$ cat config.mk
export PLATFORM = sky130hd
export DESIGN_NAME = adc_buf_streamer
export DESIGN_NICKNAME = d
export VERILOG_FILES = /design/src/rtl/signal_types_pkg.sv /design/src/rtl/adc_stream_fifo.sv /design/src/rtl/adc_buf_streamer.sv
export SDC_FILE = /design/constraint.sdc
export NUM_CORES = 1
export LEC_CHECK = 0
export ABC_AREA = 1
export CAP_MARGIN = 10
export CORE_MARGIN = 10
export CORE_UTILIZATION = 47
export CTS_BUF_LIST = sky130_fd_sc_hd__clkbuf_16
export CTS_CLUSTER_SIZE = 24
export DETAILED_ROUTE_END_ITERATION = 7
export GPL_TIMING_DRIVEN = 1
export PLACE_DENSITY = 0.76
export SLEW_MARGIN = 5
export SYNTH_ARGS = -nofsm -noshare
export SYNTH_HDL_FRONTEND = slang
export SYNTH_SLANG_ARGS = --single-unit
$ cat constraint.sdc
create_clock -name sys_clk -period 2.2 [get_ports sys_clk]
set_input_delay 0.33 -clock sys_clk [delete_from_list [all_inputs] [get_ports sys_clk]]
set_output_delay 0.33 -clock sys_clk [all_outputs]
set_load 0.05 [all_outputs]
$ cat src/rtl/signal_types_pkg.sv
// Shared types and constants for the ADC capture buffer and its readers.
package signal_types_pkg;

    // One captured ADC sample as stored in the DPRAM.
    typedef logic [31:0] adc_sample_t;

    // Buffer geometry, shared by the capture writer and the readout streamer.
    localparam int                         ADC_BUF_ADDR_BITS = 13;
    localparam logic [ADC_BUF_ADDR_BITS-1:0] ADC_BUF_START   = 13'h400;
    localparam logic [ADC_BUF_ADDR_BITS-1:0] ADC_BUF_SPAN    = 13'h1000;

    // Readout controller states.
    typedef enum logic [1:0] {
        RD_IDLE   = 2'd0,
        RD_STREAM = 2'd1,
        RD_DONE   = 2'd2
    } rd_state_t;

    // Output FIFO entry: the sample plus its end-of-buffer marker.
    typedef struct packed {
        logic        last;
        adc_sample_t data;
    } fifo_entry_t;

endpackage

$ cat src/rtl/adc_stream_fifo.sv
// Small synchronous FIFO holding readout samples between the DPRAM read
// port and the output stream. Flush empties it without touching storage.
module adc_stream_fifo #(
    parameter int DEPTH  = 2,
    parameter int DATA_W = 33,
    parameter int CNT_W  = $clog2(DEPTH + 1)
) (
    input  logic              sys_clk,
    input  logic              sys_rst,
    input  logic              push,
    input  logic              pop,
    input  logic              flush,
    input  logic [DATA_W-1:0] wdata,
    output logic [DATA_W-1:0] rdata,
    output logic [CNT_W-1:0]  count,
    output logic              empty,
    output logic              full
);

    localparam int               PW       = (DEPTH > 1) ? $clog2(DEPTH) : 1;
    localparam logic [PW-1:0]    LAST_PTR = PW'(DEPTH - 1);
    localparam logic [CNT_W-1:0] DEPTH_C  = CNT_W'(DEPTH);

    logic [DATA_W-1:0] mem_q [DEPTH];
    logic [PW-1:0]     rd_ptr_q;
    logic [PW-1:0]     wr_ptr_q;
    logic [CNT_W-1:0]  count_q;
    logic              do_push;
    logic              do_pop;

    function automatic logic [PW-1:0] ptr_next(input logic [PW-1:0] p);
        return (p == LAST_PTR) ? '0 : p + 1'b1;
    endfunction

    assign empty   = (count_q == '0);
    assign full    = (count_q == DEPTH_C);
    assign count   = count_q;
    assign rdata   = mem_q[rd_ptr_q];
    // A push into a full FIFO is only accepted when the head leaves the same cycle.
    assign do_push = push & (~full | pop);
    assign do_pop  = pop & ~empty;

    // Pointer, occupancy and storage update; reset also clears storage so the head reads 0.
    always_ff @(posedge sys_clk) begin
        if (sys_rst) begin
            rd_ptr_q <= '0;
            wr_ptr_q <= '0;
            count_q  <= '0;
            for (int i = 0; i < DEPTH; i++) begin
                mem_q[i] <= '0;
            end
        end else if (flush) begin
            rd_ptr_q <= '0;
            wr_ptr_q <= '0;
            count_q  <= '0;
        end else begin
            if (do_push) begin
                mem_q[wr_ptr_q] <= wdata;
                wr_ptr_q        <= ptr_next(wr_ptr_q);
            end
            if (do_pop) begin
                rd_ptr_q <= ptr_next(rd_ptr_q);
            end
            count_q <= count_q + {{(CNT_W-1){1'b0}}, do_push} - {{(CNT_W-1){1'b0}}, do_pop};
        end
    end

endmodule

$ cat src/rtl/adc_buf_streamer.sv
// Reads the full ADC capture buffer back through the DPRAM read port and
// emits it as a valid/ready stream with a last marker.
//
// Stream handshake: m_valid_o is high whenever the FIFO holds a sample and
// does not depend on m_ready_i; once high, m_data_o/m_last_o hold until the
// beat is taken; a beat transfers on the rising edge where both are high.
//
// Reads are issued against a credit: a read goes out only if the FIFO will
// have room for it when the DPRAM answers one cycle later, counting the read
// already in flight and any beat leaving this cycle.
module adc_buf_streamer
    import signal_types_pkg::*;
#(
    parameter int                   ADDR_BITS  = ADC_BUF_ADDR_BITS,
    parameter logic [ADDR_BITS-1:0] ADDR_START = ADC_BUF_START,
    parameter logic [ADDR_BITS-1:0] ADDR_SPAN  = ADC_BUF_SPAN,
    parameter int                   FIFO_DEPTH = 2
) (
    input  logic                 sys_clk,
    input  logic                 sys_rst,
    input  logic                 csr_done_i,
    input  logic                 csr_start_i,
    input  logic                 csr_abort_i,
    output logic                 csr_busy_o,
    output logic                 csr_rd_done_o,
    output logic                 csr_err_o,
    output logic                 rd_en_o,
    output logic [ADDR_BITS-1:0] rd_addr_o,
    input  logic [31:0]          rd_data_i,
    output logic                 m_valid_o,
    output logic [31:0]          m_data_o,
    output logic                 m_last_o,
    input  logic                 m_ready_i,
    output logic [1:0]           dbg_state_o
);

    localparam int                   CW       = $clog2(FIFO_DEPTH + 1);
    localparam logic [CW:0]          DEPTH_W  = (CW + 1)'(FIFO_DEPTH);
    localparam logic [ADDR_BITS:0]   SPAN_W   = {1'b0, ADDR_SPAN};
    localparam logic [ADDR_BITS:0]   LAST_IDX = SPAN_W - 1'b1;

    rd_state_t            state_q;
    rd_state_t            state_d;
    logic [ADDR_BITS-1:0] issue_addr_q;
    logic [ADDR_BITS:0]   issued_q;
    logic                 inflight_q;
    logic                 inflight_last_q;
    logic                 rd_done_q;
    logic                 err_q;

    logic [CW-1:0]        fifo_count;
    logic                 fifo_empty;
    logic                 fifo_full;
    fifo_entry_t          wr_entry;
    fifo_entry_t          head_entry;

    logic                 pop;
    logic                 rd_en;
    logic                 start_ok;
    logic                 start_bad;
    logic                 abort_run;
    logic                 last_pop;
    logic [CW:0]          occ;

    assign m_valid_o     = ~fifo_empty;
    assign m_data_o      = head_entry.data;
    assign m_last_o      = head_entry.last;
    assign pop           = m_valid_o & m_ready_i;
    assign rd_en_o       = rd_en;
    assign rd_addr_o     = issue_addr_q;
    assign csr_busy_o    = (state_q == RD_STREAM);
    assign csr_rd_done_o = rd_done_q;
    assign csr_err_o     = err_q;
    assign dbg_state_o   = state_q;
    assign wr_entry      = '{last: inflight_last_q, data: rd_data_i};

    // Next state, read issue and start/abort/completion decode.
    always_comb begin
        state_d   = state_q;
        rd_en     = 1'b0;
        start_ok  = 1'b0;
        start_bad = 1'b0;
        abort_run = 1'b0;
        last_pop  = 1'b0;
        occ       = {1'b0, fifo_count} + {{CW{1'b0}}, inflight_q} - {{CW{1'b0}}, pop};
        case (state_q)
            RD_IDLE, RD_DONE: begin
                if (csr_start_i) begin
                    if (csr_done_i) begin
                        start_ok = 1'b1;
                        state_d  = RD_STREAM;
                    end else begin
                        start_bad = 1'b1;
                    end
                end
            end
            RD_STREAM: begin
                // fifo_full term is implied by the credit check; kept as a local safety net.
                if ((issued_q < SPAN_W) && (occ < DEPTH_W) && !(fifo_full && !pop)) begin
                    rd_en = 1'b1;
                end
                if (csr_abort_i) begin
                    abort_run = 1'b1;
                    state_d   = RD_IDLE;
                end else if (pop && head_entry.last) begin
                    last_pop = 1'b1;
                    state_d  = RD_DONE;
                end
            end
            default: state_d = RD_IDLE;
        endcase
    end

    // State register.
    always_ff @(posedge sys_clk) begin
        if (sys_rst) begin
            state_q <= RD_IDLE;
        end else begin
            state_q <= state_d;
        end
    end

    // Issue address/counter, in-flight tracking and sticky status flags.
    always_ff @(posedge sys_clk) begin
        if (sys_rst) begin
            issue_addr_q    <= ADDR_START;
            issued_q        <= '0;
            inflight_q      <= 1'b0;
            inflight_last_q <= 1'b0;
            rd_done_q       <= 1'b0;
            err_q           <= 1'b0;
        end else begin
            // A read answered after an abort has nowhere to go, so it is dropped here.
            inflight_q      <= rd_en & ~abort_run;
            inflight_last_q <= (issued_q == LAST_IDX);
            if (start_ok) begin
                issue_addr_q <= ADDR_START;
                issued_q     <= '0;
                rd_done_q    <= 1'b0;
                err_q        <= 1'b0;
            end else if (rd_en) begin
                issue_addr_q <= issue_addr_q + 1'b1;
                issued_q     <= issued_q + 1'b1;
            end
            if (start_bad) begin
                err_q <= 1'b1;
            end
            if (last_pop) begin
                rd_done_q <= 1'b1;
            end
        end
    end

    adc_stream_fifo #(
        .DEPTH  (FIFO_DEPTH),
        .DATA_W ($bits(fifo_entry_t)),
        .CNT_W  (CW)
    ) u_fifo (
        .sys_clk (sys_clk),
        .sys_rst (sys_rst),
        .push    (inflight_q),
        .pop     (pop),
        .flush   (abort_run),
        .wdata   (wr_entry),
        .rdata   (head_entry),
        .count   (fifo_count),
        .empty   (fifo_empty),
        .full    (fifo_full)
    );

endmodule

==> impl_results.html <==
<table>
<tr><th>Metric</th><th>Value</th></tr>
<tr><th colspan="2">Timing</th></tr>
<tr><td>Setup ws final</td><td>-0.417 ns</td></tr>
<tr><td>Period Utilization, post-route</td><td>119%</td></tr>
<tr><td>Fin crit period</td><td>2.62 ns</td></tr>
<tr><td>Slew at the pin closest to its max-slew limit</td><td>0.536 ns</td></tr>
<tr><td>Number of max-slew violations in the final report</td><td>0</td></tr>
<tr><td>Setup-failing EPs final</td><td>28</td></tr>
<tr><td>Slew HR</td><td>63.9%</td></tr>
<tr><td>RSZ-0062 raised after global routing</td><td>yes</td></tr>
<tr><td>Final hold violation count</td><td>0</td></tr>
<tr><td>Max Clk Rate</td><td>0.382 GHz</td></tr>
<tr><td>Hold slack final</td><td>0.467 ns</td></tr>
<tr><td>Max Clock Skew</td><td>0.00655 ns</td></tr>
<tr><td>Setup TNS</td><td>-8.51 ns</td></tr>
<tr><th colspan="2">CTS</th></tr>
<tr><td>Clock buffers created by TritonCTS</td><td>9</td></tr>
<tr><td>Cell chosen for the clock root</td><td>sky130_fd_sc_hd__clkbuf_16</td></tr>
<tr><td>Clock latency on the worst-skew pair</td><td>0.35 ns</td></tr>
<tr><td>Sinks on Clock Net</td><td>104</td></tr>
<tr><td>H-tree depth</td><td>3</td></tr>
<tr><td>Clock Tree Buf Depth</td><td>2</td></tr>
<tr><td>Clock tree from TritonCTS</td><td>built</td></tr>
<tr><td>Clock slew at reported path FFs</td><td>0.07 ns</td></tr>
<tr><td>Count of hold-fix buffers inserted at cts</td><td>0</td></tr>
<tr><th colspan="2">Detailed routing</th></tr>
<tr><td>Violation count after the first detailed-routing iteration</td><td>212</td></tr>
<tr><td>Total Routed Length</td><td>11,600 µm</td></tr>
<tr><td>Average wire length per cell after detail routing</td><td>15.3 µm</td></tr>
<tr><td>Vias/cell</td><td>5.04</td></tr>
<tr><td>Detailed-route via count</td><td>3,833</td></tr>
<tr><td>First drt pass iteration count</td><td>4</td></tr>
<tr><td>Post-route ant nets</td><td>0</td></tr>
<tr><td>Residual DRC count</td><td>0</td></tr>
<tr><th colspan="2">Setup path</th></tr>
<tr><td>Endpoint type of the worst setup path</td><td>primary output</td></tr>
<tr><td>Required time of the worst setup path</td><td>1.87 ns</td></tr>
<tr><td>Startpoint type of the worst setup path</td><td>register</td></tr>
<tr><td>Start-to-end type of the worst setup path</td><td>reg2out</td></tr>
<tr><td>Worst-path fanout max</td><td>3</td></tr>
<tr><td>Arrival time at the worst endpoint</td><td>2.29 ns</td></tr>
<tr><th colspan="2">Finish</th></tr>
<tr><td>Multi-input gate area</td><td>1680 µm²</td></tr>
<tr><td>Nets@finish</td><td>666</td></tr>
<tr><td>Final design area excluding fillers</td><td>6900 µm²</td></tr>
<tr><td>Ratio of cells with drive above 1 in the final layout</td><td>26.0%</td></tr>
<tr><td>Register area</td><td>2750 µm²</td></tr>
<tr><td>Share of the core filled with cells in the final layout</td><td>70.6%</td></tr>
<tr><td>Filler cell count</td><td>702</td></tr>
<tr><td>Antenna cell count</td><td>0</td></tr>
<tr><td>Area grow syn2layout</td><td>46.7%</td></tr>
<tr><td>Filler-free cell count of the finished design</td><td>760</td></tr>
<tr><th colspan="2">Floorplanning</th></tr>
<tr><td>Area enclosed by the die boundary</td><td>14,400 µm²</td></tr>
<tr><td>Chip width</td><td>120 µm</td></tr>
<tr><td>Num rows</td><td>36</td></tr>
<tr><td>Io pins</td><td>91</td></tr>
<tr><td>Die height</td><td>120 µm</td></tr>
<tr><td>Area inside the core boundary</td><td>9770 µm²</td></tr>
<tr><td>Effective utilization at floorplan</td><td>48.2%</td></tr>
<tr><th colspan="2">Placement</th></tr>
<tr><td>HPWL reported at the end of detailed placement</td><td>7530 µm</td></tr>
<tr><td>Post-placement cell area</td><td>6220 µm²</td></tr>
<tr><td># port buffers</td><td>90</td></tr>
<tr><td>Gpl congestion</td><td>0.759</td></tr>
<tr><td>Cell count after placement</td><td>722</td></tr>
<tr><th colspan="2">Synthesis</th></tr>
<tr><td>Ranking of synthesized cells by instance count</td><td>106 x sky130_fd_sc_hd__nor2_1, 81 x sky130_fd_sc_hd__nand2_1, 75 x sky130_fd_sc_hd__inv_1</td></tr>
<tr><td>Average size of a mapped cell</td><td>9.43 µm²</td></tr>
<tr><td>Synth top area cells</td><td>sky130_fd_sc_hd__edfxtp_1 42%, sky130_fd_sc_hd__dfxtp_1 16%, sky130_fd_sc_hd__nor2_1 8.5%</td></tr>
<tr><td>Cell taking the most area after synthesis</td><td>sky130_fd_sc_hd__edfxtp_1</td></tr>
<tr><td>Post-synthesis instance total</td><td>499</td></tr>
<tr><td>Area share of the leading cell type in the synthesized netlist</td><td>42.1%</td></tr>
<tr><td>Yosys reg bits</td><td>104</td></tr>
<tr><td>Post-synthesis sequential area ratio</td><td>58.3%</td></tr>
<tr><td>Number of enable-type register cells in the synthesized netlist</td><td>66</td></tr>
<tr><td>Post-Synthesis Cell Area</td><td>4710 µm²</td></tr>
<tr><td>Post-synth ARST share</td><td>0%</td></tr>
<tr><td>Dominant synthesized flop cell</td><td>sky130_fd_sc_hd__edfxtp_1</td></tr>
<tr><td>Number of unique standard cell types used by synthesis</td><td>25</td></tr>
<tr><td>Most used standard cell by instance count after synthesis</td><td>sky130_fd_sc_hd__nor2_1</td></tr>
<tr><td>Number of warnings reported in the yosys synthesis log</td><td>0</td></tr>
<tr><td>Post-synth net total</td><td>543</td></tr>
<tr><th colspan="2">GRT</th></tr>
<tr><td>First-pass GRT wire length</td><td>18,300 µm</td></tr>
<tr><td>Global-route usage over all layers</td><td>15.6%</td></tr>
<tr><td>Antenna violations before repair</td><td>0</td></tr>
<tr><td>Number of global-route vias before repair</td><td>3,884</td></tr>
<tr><td>Aggregate global routing overflow</td><td>0</td></tr>
<tr><td>Largest net degree at the start of global routing</td><td>35</td></tr>
<tr><th colspan="2">Pwr</th></tr>
<tr><td>Maximum VDD drop</td><td>538 µV</td></tr>
<tr><td>Power Dens Cells</td><td>909 nW/µm²</td></tr>
<tr><td>Leak pwr</td><td>2.84 nW</td></tr>
<tr><th colspan="2">Worst hold path</th></tr>
<tr><td>Tightest Hold Check Type</td><td>reg2reg</td></tr>
<tr><th colspan="2">Run</th></tr>
<tr><td>Reported max-cap violation count</td><td>0</td></tr>
<tr><th colspan="2">Status</th></tr>
<tr><td>Status</td><td>finished, violations left</td></tr>
<tr><td>Violated checks</td><td>setup timing</td></tr>
</table>
[stage by stage]
stage | setup WS, ns | power (mW)
final | -0.417 | 6.27
after global routing | -0.503 | 6.50
after CTS | -0.519 | 6.07
after detailed placement | -0.587 | 4.31
after global placement | -0.543 | 4.27
after floorplan | -0.103 | 3.39
[flip-flops by register name (all words and copies together), names as in the netlist, 2 cells and up, named ones only]
register      flops
rd_addr_o        13
dbg_state_o       2
u_fifo.mem_q     66
issued_q         14
u_fifo.count      2
[critical path, cell delays in order (launching register included)]
cell and delay [ns]:
sky130_fd_sc_hd__dfxtp_2 0.35, sky130_fd_sc_hd__inv_4 0.05, sky130_fd_sc_hd__a21oi_4 0.17, sky130_fd_sc_hd__ha_4 0.22
sky130_fd_sc_hd__inv_2 0.06, sky130_fd_sc_hd__nand2_2 0.05, sky130_fd_sc_hd__fa_1 0.48, sky130_fd_sc_hd__inv_1 0.04
sky130_fd_sc_hd__nor2_1 0.07, sky130_fd_sc_hd__nand2_1 0.06, sky130_fd_sc_hd__nor2_2 0.13, sky130_fd_sc_hd__buf_12 0.12
sky130_fd_sc_hd__buf_12 0.12
[area by class of cell]
class                           count  share of cell area [%]
Clock buffer                        9                    3.26
Multi-Input combinational cell    300                    24.4
Tap cell                          133                    2.41
Timing Repair Buffer              129                    24.7
Sequential cell                   104                    39.8
Clock inverter                      7                    1.12
Inverter                           78                    4.33
[final timing paths]
check | cells past startpoint | start | slack, ns | endpoint
max | 12 | u_fifo.count[0] | -0.42 | rd_en_o
max reg2reg | 17 | u_fifo.count[0] | -0.37 | issued_q[12]
min | 2 | issued_q[13] | 0.47 | issued_q[13]
min reg2reg | 2 | issued_q[13] | 0.47 | issued_q[13]
[placed cells by master (no fill, tap or decap), types with 2 or more instances in the layout]
cell type                         netlist  layout
sky130_fd_sc_hd__nor2_1               106     105
sky130_fd_sc_hd__nand2_1               81      72
sky130_fd_sc_hd__inv_1                 75      70
sky130_fd_sc_hd__edfxtp_1              66      66
sky130_fd_sc_hd__clkdlybuf4s50_1        0      54
sky130_fd_sc_hd__buf_12                 0      40
sky130_fd_sc_hd__dfxtp_1               38      35
sky130_fd_sc_hd__mux2_2                32      32
sky130_fd_sc_hd__buf_4                  0      25
sky130_fd_sc_hd__nand3_1               28      18
sky130_fd_sc_hd__a21oi_1               20      16
sky130_fd_sc_hd__clkbuf_16              0      12
sky130_fd_sc_hd__nand3_2                1      11
sky130_fd_sc_hd__nand2_2                2       9
sky130_fd_sc_hd__nand4_1                7       7
sky130_fd_sc_hd__inv_2                  3       6
sky130_fd_sc_hd__a21oi_2                2       5
sky130_fd_sc_hd__nor3_1                 4       4
sky130_fd_sc_hd__ha_1                   5       4
sky130_fd_sc_hd__o21ai_0                4       3
sky130_fd_sc_hd__xor2_1                 3       3
sky130_fd_sc_hd__dfxtp_2                0       3
sky130_fd_sc_hd__nor2_2                 1       2
sky130_fd_sc_hd__nand2_4                0       2
sky130_fd_sc_hd__clkinv_4               0       2
sky130_fd_sc_hd__buf_8                  0       2
sky130_fd_sc_hd__buf_6                  4       2
[where the power goes]
group | total (mW) | internal [mW] | switching [mW]
combinational | 2.38 | 1.18 | 1.20
sequential | 2.25 | 2.19 | 0.0622
clock | 1.64 | 0.894 | 0.744
total | 6.27 | 4.27 | 2.01
[layer usage]
metal | up-vias | global-route usage [%] | part of all wire, %
li1 | 1844 | - | -
met1 | 1850 | 18.2 | 42
met2 | 122 | 27.1 | 50
met3 | 17 | 4.27 | 6.5
met4 | 0 | 5.58 | 1.7
met5 | - | 0 | 0
[timing repair]
item                       4_1_cts  5_1_grt
gates resized for setup          5       37
pin swaps                        5       19
setup endpoints to repair       28       29
cloned                           1        3
buffers inserted                10        8
[cells by family (layout without fill, tap and decap cells)]
logic type,after synthesis,after routing,synth area share (%)
adder cells (fa/ha/maj),6,6,1.75
AND/OR/NAND/NOR,232,232,20.1
XOR/XNOR,4,4,0.744
buffers and inverters,95,223,8.53
flip-flops,104,104,58.3
AO/OA/AOI/OAI,26,26,2.92
multiplexers,32,32,7.66
Power figures use the tool's default switching activity.
